<file path="src/rtl/mux_scan_nx1.sv">
// N-channel registered selector with manual select and auto-scan modes.
// Adds a hold input and a one-cycle strobe on every change of the selected channel.
module mux_scan_nx1 #(
    parameter int unsigned WIDTH = 8,
    parameter int unsigned N     = 13,
    parameter int unsigned SELW  = 4,
    parameter int unsigned DWELL = 4
) (
    input  logic                 clk,
    input  logic                 rst_n,
    input  logic [N*WIDTH-1:0]   x,
    input  logic [SELW-1:0]      sel,
    input  logic                 mode,
    input  logic                 hold,
    output logic [WIDTH-1:0]     y,
    output logic [SELW-1:0]      y_ch,
    output logic                 ch_stb
);

    localparam int unsigned     CNTW     = (DWELL > 1) ? $clog2(DWELL) : 1;
    localparam logic [CNTW-1:0] CNT_LAST = CNTW'(DWELL - 1);
    localparam logic [SELW-1:0] CH_LAST  = SELW'(N - 1);

    typedef enum logic {
        ST_MANUAL = 1'b0,
        ST_SCAN   = 1'b1
    } state_t;

    state_t           r_state;
    state_t           w_state_next;
    logic [CNTW-1:0]  r_cnt;
    logic [CNTW-1:0]  w_cnt_next;
    logic [SELW-1:0]  r_y_ch;
    logic [SELW-1:0]  w_ch_next;
    logic [WIDTH-1:0] r_y;
    logic [WIDTH-1:0] w_y_next;
    logic             r_stb;
    logic             w_stb_next;

    // State and output registers
    always_ff @(posedge clk or negedge rst_n) begin
        if (!rst_n) begin
            r_state <= ST_MANUAL;
            r_cnt   <= '0;
            r_y_ch  <= '0;
            r_y     <= '0;
            r_stb   <= 1'b0;
        end else begin
            r_state <= w_state_next;
            r_cnt   <= w_cnt_next;
            r_y_ch  <= w_ch_next;
            r_y     <= w_y_next;
            r_stb   <= w_stb_next;
        end
    end

    // Next channel, dwell count and strobe; the first scan edge only arms the counter
    always_comb begin
        w_state_next = r_state;
        w_cnt_next   = r_cnt;
        w_ch_next    = r_y_ch;
        w_stb_next   = 1'b0;
        if (!hold) begin
            w_state_next = mode ? ST_SCAN : ST_MANUAL;
            if (!mode) begin
                w_cnt_next = '0;
                w_ch_next  = (32'(sel) < N) ? sel : '0;
            end else if (r_state == ST_MANUAL) begin
                w_cnt_next = '0;
            end else if (r_cnt == CNT_LAST) begin
                w_cnt_next = '0;
                w_ch_next  = (r_y_ch == CH_LAST) ? '0 : r_y_ch + SELW'(1);
            end else begin
                w_cnt_next = r_cnt + CNTW'(1);
            end
            w_stb_next = (w_ch_next != r_y_ch);
        end
    end

    // Data mux; out-of-range indices cannot occur since w_ch_next is always < N
    always_comb begin
        w_y_next = r_y;
        if (!hold) begin
            w_y_next = '0;
            for (int i = 0; i < int'(N); i++) begin
                if (w_ch_next == SELW'(i)) begin
                    w_y_next = x[i*WIDTH +: WIDTH];
                end
            end
        end
    end

    assign y      = r_y;
    assign y_ch   = r_y_ch;
    assign ch_stb = r_stb;

endmodule

</file>
<file path="config.mk">
export PLATFORM = sky130hd
export DESIGN_NAME = mux_scan_nx1
export DESIGN_NICKNAME = d
export VERILOG_FILES = /design/src/rtl/mux_scan_nx1.sv
export SDC_FILE = /design/constraint.sdc
export NUM_CORES = 1
export LEC_CHECK = 0
export ABC_CLOCK_PERIOD_IN_PS = 2650
export BUFFER_PORTS_ARGS = -buffer_cell sky130_fd_sc_hd__clkbuf_2
export CAP_MARGIN = 25
export CELL_PAD_IN_SITES_DETAIL_PLACEMENT = 0
export CELL_PAD_IN_SITES_GLOBAL_PLACEMENT = 1
export CORE_MARGIN = 1.5
export CORE_UTILIZATION = 31
export CTS_CLUSTER_DIAMETER = 30
export DETAILED_ROUTE_END_ITERATION = 6
export GPL_TIMING_DRIVEN = 1
export PLACE_DENSITY_LB_ADDON = 0.05
export SLEW_MARGIN = 20
export SYNTH_ARGS = -nofsm -noshare
export SYNTH_HDL_FRONTEND = slang
export SYNTH_SLANG_ARGS = --single-unit
</file>
<file path="constraint.sdc">
create_clock -name clk -period 2.65 [get_ports clk]
set_input_delay 0.53 -clock clk [delete_from_list [all_inputs] [get_ports clk]]
set_output_delay 0.53 -clock clk [all_outputs]
set_load 0.05 [all_outputs]
</file>
---- After elaboration in Yosys (flattened, before gate mapping) ----
Cells that the tools add are included.
word-level totals
  bits of input ports ..................... 112
  register bits ........................... 16
  bits in latches ......................... 0
  bits in writable memories ............... 0
  memories ................................ 0
  output and inout port bits .............. 13
  ROM bits ................................ 0
operators by class
  bitwise gates (word level) .............. 0
  magnitude comparators ................... 1
  muxes and demuxes ....................... 25
  shift-type cells ........................ 0
  reduce and logical (&&, ||, !) cells .... 1
  divide/modulo/power cells ............... 0
  $add $sub $neg .......................... 2
  $mul .................................... 0
  equal/unequal tests ..................... 15
operators by type and width
  cell                                                                    number
  8-bit two-way mux                                                       13
  4-bit two-way mux                                                       7
  4-bit equality test (second input constant)                             6
  4-bit by 3-bit equality test with 1-bit output (second input constant)  4
  4-bit by 2-bit equality test with 1-bit output (second input constant)  2
  2-bit two-way mux                                                       3
  4-bit by 1-bit adder with 4-bit output (second input constant)          1
  4-bit by 1-bit equality test with 1-bit output (second input constant)  1
  4-bit logical NOT                                                       1
  4-bit < comparator (second input constant)                              1
  4-bit != test                                                           1
  2-bit by 1-bit adder with 2-bit output (second input constant)          1
  2-bit equality test (second input constant)                             1
  1-bit two-way mux                                                       2

---- Logic depth before layout (Yosys ltp) ----
  depth in word-level cells ............... 21
  mapped depth ............................ 12
  depth with buffers taken out ............ 10

---- Worst setup path before layout ----
No wires, ideal clock.
  path type ............................... register -> register
  start ................................... reg r_y_ch[1], in the netlist y_ch[1]
  end ..................................... reg r_y[7], in the netlist y[7]
  arrival time ............................ 2.672 ns
  data required time ...................... 2.528 ns
  clock period less this slack ............ 2.794 ns
  cell stages (with the launch flop) ...... 12
  slack ................................... -0.144 ns
  path buffers ............................ 1
  cells stage by stage .................... dfrtp_1 inv_1 ha_1 nand4b_1 a2bb2oi_4 nand2_2 inv_2 a2111oi_4 buf_6 a221o_1 o221a_1 o21ai_1
on the way
  cells in the longest elaborated chain, start to end .. 21
RTL lines
  element                                                                        line  text
  start, declared                                                                33    logic [SELW-1:0] r_y_ch;
  start signal, assigned                                                         51    r_y_ch <= w_ch_next;
  4-bit by 1-bit adder with 4-bit output or 4-bit equality test (tied branches)  72    w_ch_next = (r_y_ch == CH_LAST) ? '0 : r_y_ch + SELW'(1);
  4-bit two-way mux                                                              72
  4-bit two-way mux                                                              70    end else if (r_cnt == CNT_LAST) begin
  4-bit two-way mux                                                              68    end else if (r_state == ST_MANUAL) begin
  4-bit two-way mux                                                              65    if (!mode) begin
  4-bit two-way mux                                                              63    if (!hold) begin
  4-bit two-way mux *                                                            63
  4-bit logical NOT                                                              86    if (w_ch_next == SELW'(i)) begin
  8-bit two-way mux (12 in a row)                                                86
  8-bit two-way mux *                                                            86
  end signal, assigned                                                           52    r_y <= w_y_next;
  end, declared                                                                  35    logic [WIDTH-1:0] r_y;
Every way passes the cells marked *; elsewhere a longest branch is shown, timed or not. The select of a mux whose other input is x is not followed.
A chain may end at the register's enable or synchronous reset.

---- Final worst setup path ----
  start ................................... reg r_y_ch[0], in the netlist y_ch[0]
  end ..................................... reg r_y[2], in the netlist y[2]
Same word-level chain as after synthesis.

==> results.toml <==
[outcome]
status = "finished, final reports clean"

[final_layout]
final_cell_mix = "clkbuf_2, buf_4, nand2_1"
layout_commonest_cell = "clkbuf_2"
stdcell_area_um2 = 3457
finalNetCount = 580
syn_to_final_growth_pct = 50.49
fillCellCount = 796
diodes = 0
multi_input_area_um2 = 1717
layout-drive-gt1-share_pct = 46.55
seq_area_um2 = 402.9

[power]
cellPowerDensity_nw_per_um2 = 541.1
peakVddDrop_v = 0.0002075
p_leak_nw = 1.604

[min_path]
hold_class = "primary input to asynchronous set/reset pin"

[sta]
fmax_mhz = 384.8
worst_slew_pin_slew_ns = 0.4695
rsz0062_at_grt = "true"
period_needed_ns = 2.599
drv_slew = 0
setup_violations = 0
fin_ws_ns = 0.05117
hold_viol = 0
fin_worst_skew_ns = 0.001381
fin_crit_sh_pct = 98.07
slew_headroom_pct = 68.70

[routing]
drcViolationCount = 0
first_pass_iters = 4
via_per_inst = 5.506
wire_per_inst_um = 17.69
dr_total_vias = 3100
routed_wl_mm = 9.958
ant_nets = 0
drt_iter0_drc = 136

[global_route]
grtUsageMet3_pct = 3.232
grt_max_degree = 28
gr-total-overflow = 0
grt_usage_pct = 24.34
first_global_vias = 2872
top_usage_layer = "met2"
grt_antenna_before_repair = 0
met2_usage_pct = 42.86
grt_pass1_wl_mm = 14.68
grt_use_met1_pct = 32.46

[place]
placed_area_um2 = 3311
port_buffers = 124
dp_hpwl_mm = 7.785
gp_congestion = 0.8330
dp_slack_ns = -0.02748

[yosys]
yosys.area.top_type_share_pct = 17.43
synth.area.top_cells = "dfrtp_1, a21oi_1, o21ai_0"
syn-num-nets = 423
synth_seq_cells = 16
yosys_warnings = 0
syn_inst = 308
synth_edf_count = 0
ys.flop_type = "dfrtp_1"
yosys.area.top_type = "dfrtp_1"
synthArstFlopShare_pct = 100.0
synth_cell_types = 70
syn_area_per_cell_um2 = 7.458
synth.cell_area_um2 = 2297
ys_seq_area_share_pct = 17.43

[floorplanning]
start_util_pct = 31.84
die_y_um = 89.09
dieArea_um2 = 7936
row_count = 31
ios = 125
core_um2 = 7214
die_x_um = 89.09

[clock_network]
cts.root.buffer_cell = "clkbuf_8"
path_clk_slew_ns = 0.07
cts_hold_buf = 0
insertion_delay_ns = 0.25
clock_sinks = 16
tritoncts = "yes"
htreeDepth = 1
cts_buffer_depth = 2
numCtsBuffers = 3

[setup_path]
critPathMaxFanout = 10
path_cells = "buf_4, ha_1, nand4bb_1, mux2i_1, a211oi_4, buf_12, a2111oi_4, buf_4, buf_4, a32o_1, mux2i_2, o41ai_2"
cp_data_required_time_ns = 2.78
cp_slowest_cell = "dfrtp_2"
crit_family = "compound AO/OA/AOI/OAI gates"
start_kind = "register"
crit_type = "register to register"
slowest_delay_ns = 0.40
path_common_cell = "buf_4"
critical_path_buf_inv_count = 4
cp.arrival_ns = 2.73
cp-end-kind = "register"

[run]
max-cap-violations = 0
kinds of logic (layout without fill, tap and decap cells):
| group | after synthesis | in the layout | synth area share [%] |
|---|---|---|---|
| buffers and inverters | 38 | 194 | 9.150 |
| flip-flops | 16 | 16 | 17.43 |
| adder cells (fa/ha/maj) | 3 | 3 | 1.634 |
| multiplexers | 7 | 7 | 3.050 |
| XOR/XNOR | 2 | 2 | 0.7627 |
| AND/OR/NAND/NOR | 106 | 106 | 23.96 |
| AO/OA/AOI/OAI | 136 | 136 | 44.01 |
metal layers:
layer  part of all wire (%)  vias to the layer above
met5                      0                        -
met4                   0.78                        0
met3                    5.0                        6
met2                     49                      109
met1                     45                     1465
li1                       -                     1520
synthesized netlist by cell type, types with 2 or more instances:
library cell	count
a211o_1	3
a211oi_1	9
a21o_1	3
a21oi_1	26
a221o_1	2
a221oi_1	2
a22oi_1	2
a2bb2oi_1	4
a31oi_1	5
a32o_1	3
a32oi_1	3
and2_1	2
and3_1	4
buf_2	11
buf_6	6
clkbuf_1	6
dfrtp_1	16
ha_1	3
inv_1	7
inv_2	5
mux2i_1	7
nand2_1	27
nand3_1	25
nand4_1	4
nor2_1	15
nor2b_1	2
nor3_1	11
nor4_1	3
o211ai_1	2
o21a_1	2
o21ai_0	26
o21ai_1	6
o21ai_2	3
o221a_1	2
o221ai_1	6
o22a_1	2
o22ai_1	3
o2bb2ai_1	2
o31ai_1	5
or4_1	2
xnor2_1	2
metrics by stage:
step	instances	total power [mW]	utilization, %	hold slack, ns	setup TNS [ns]
after global placement	554	1.585	45.89	0.4859	-0.03387
after CTS	558	1.824	46.67	0.2310	0
after detailed placement	554	1.582	45.89	0.4885	-0.09537
after floorplan	308	1.109	-	0.2344	0
final	563	1.871	47.92	0.2148	0
after global routing	563	1.989	47.92	0.2455	-0.05666
repair_timing:
item,4_1_cts,5_1_grt
gates cloned,0,1
hold endpoints to repair,0,0
pin swaps,1,4
setup buffers,0,4
setup endpoints to repair,2,8
gates resized for setup,1,9
power by group:
group / leakage (nW) / total, mW / internal, mW / switching [mW]
sequential: 0.193 / 0.352 / 0.304 / 0.0480
combinational: 1.38 / 1.29 / 0.516 / 0.773
clock: 0.0288 / 0.230 / 0.132 / 0.0979
total: 1.60 / 1.87 / 0.952 / 0.919
state kept, by name, summed over array words and instances, names as in the netlist:
register	cells
r_state	1
y_ch	4
r_cnt	2
y	8
ch_stb	1
worst reg2reg max path, cell delays in order (launching register included):
cell and delay [ns]:
dfrtp_2 0.40, buf_4 0.16, ha_1 0.25, nand4bb_1 0.13
mux2i_1 0.12, a211oi_4 0.31, buf_12 0.19, a2111oi_4 0.05
buf_4 0.16, buf_4 0.15, a32o_1 0.22, mux2i_2 0.21
o41ai_2 0.12
layout make-up:
class                           instances  share of cell area, %
Tap cell                               99                  3.583
Inverter                               13                  1.629
Sequential cell                        16                  11.65
Clock buffer                            4                  1.592
Multi-Input combinational cell        254                  49.66
Timing Repair Buffer                  177                  31.89
path summary, 6_finish.rpt:
path                            startpoint       end  slack (ns)  cells after the start
min in group clk                  r_cnt[1]  r_cnt[1]        0.51                      2
worst max register to register     y_ch[0]      y[2]        0.05                     12
worst min register to register    r_cnt[1]  r_cnt[1]        0.51                      2
worst min-delay path                 rst_n   y_ch[3]        0.21                      1
max in group asynchronous            rst_n   y_ch[0]        2.09                      1
worst max-delay path               y_ch[0]      y[2]        0.05                     12
No activity file was read; power rests on OpenSTA's default activity.
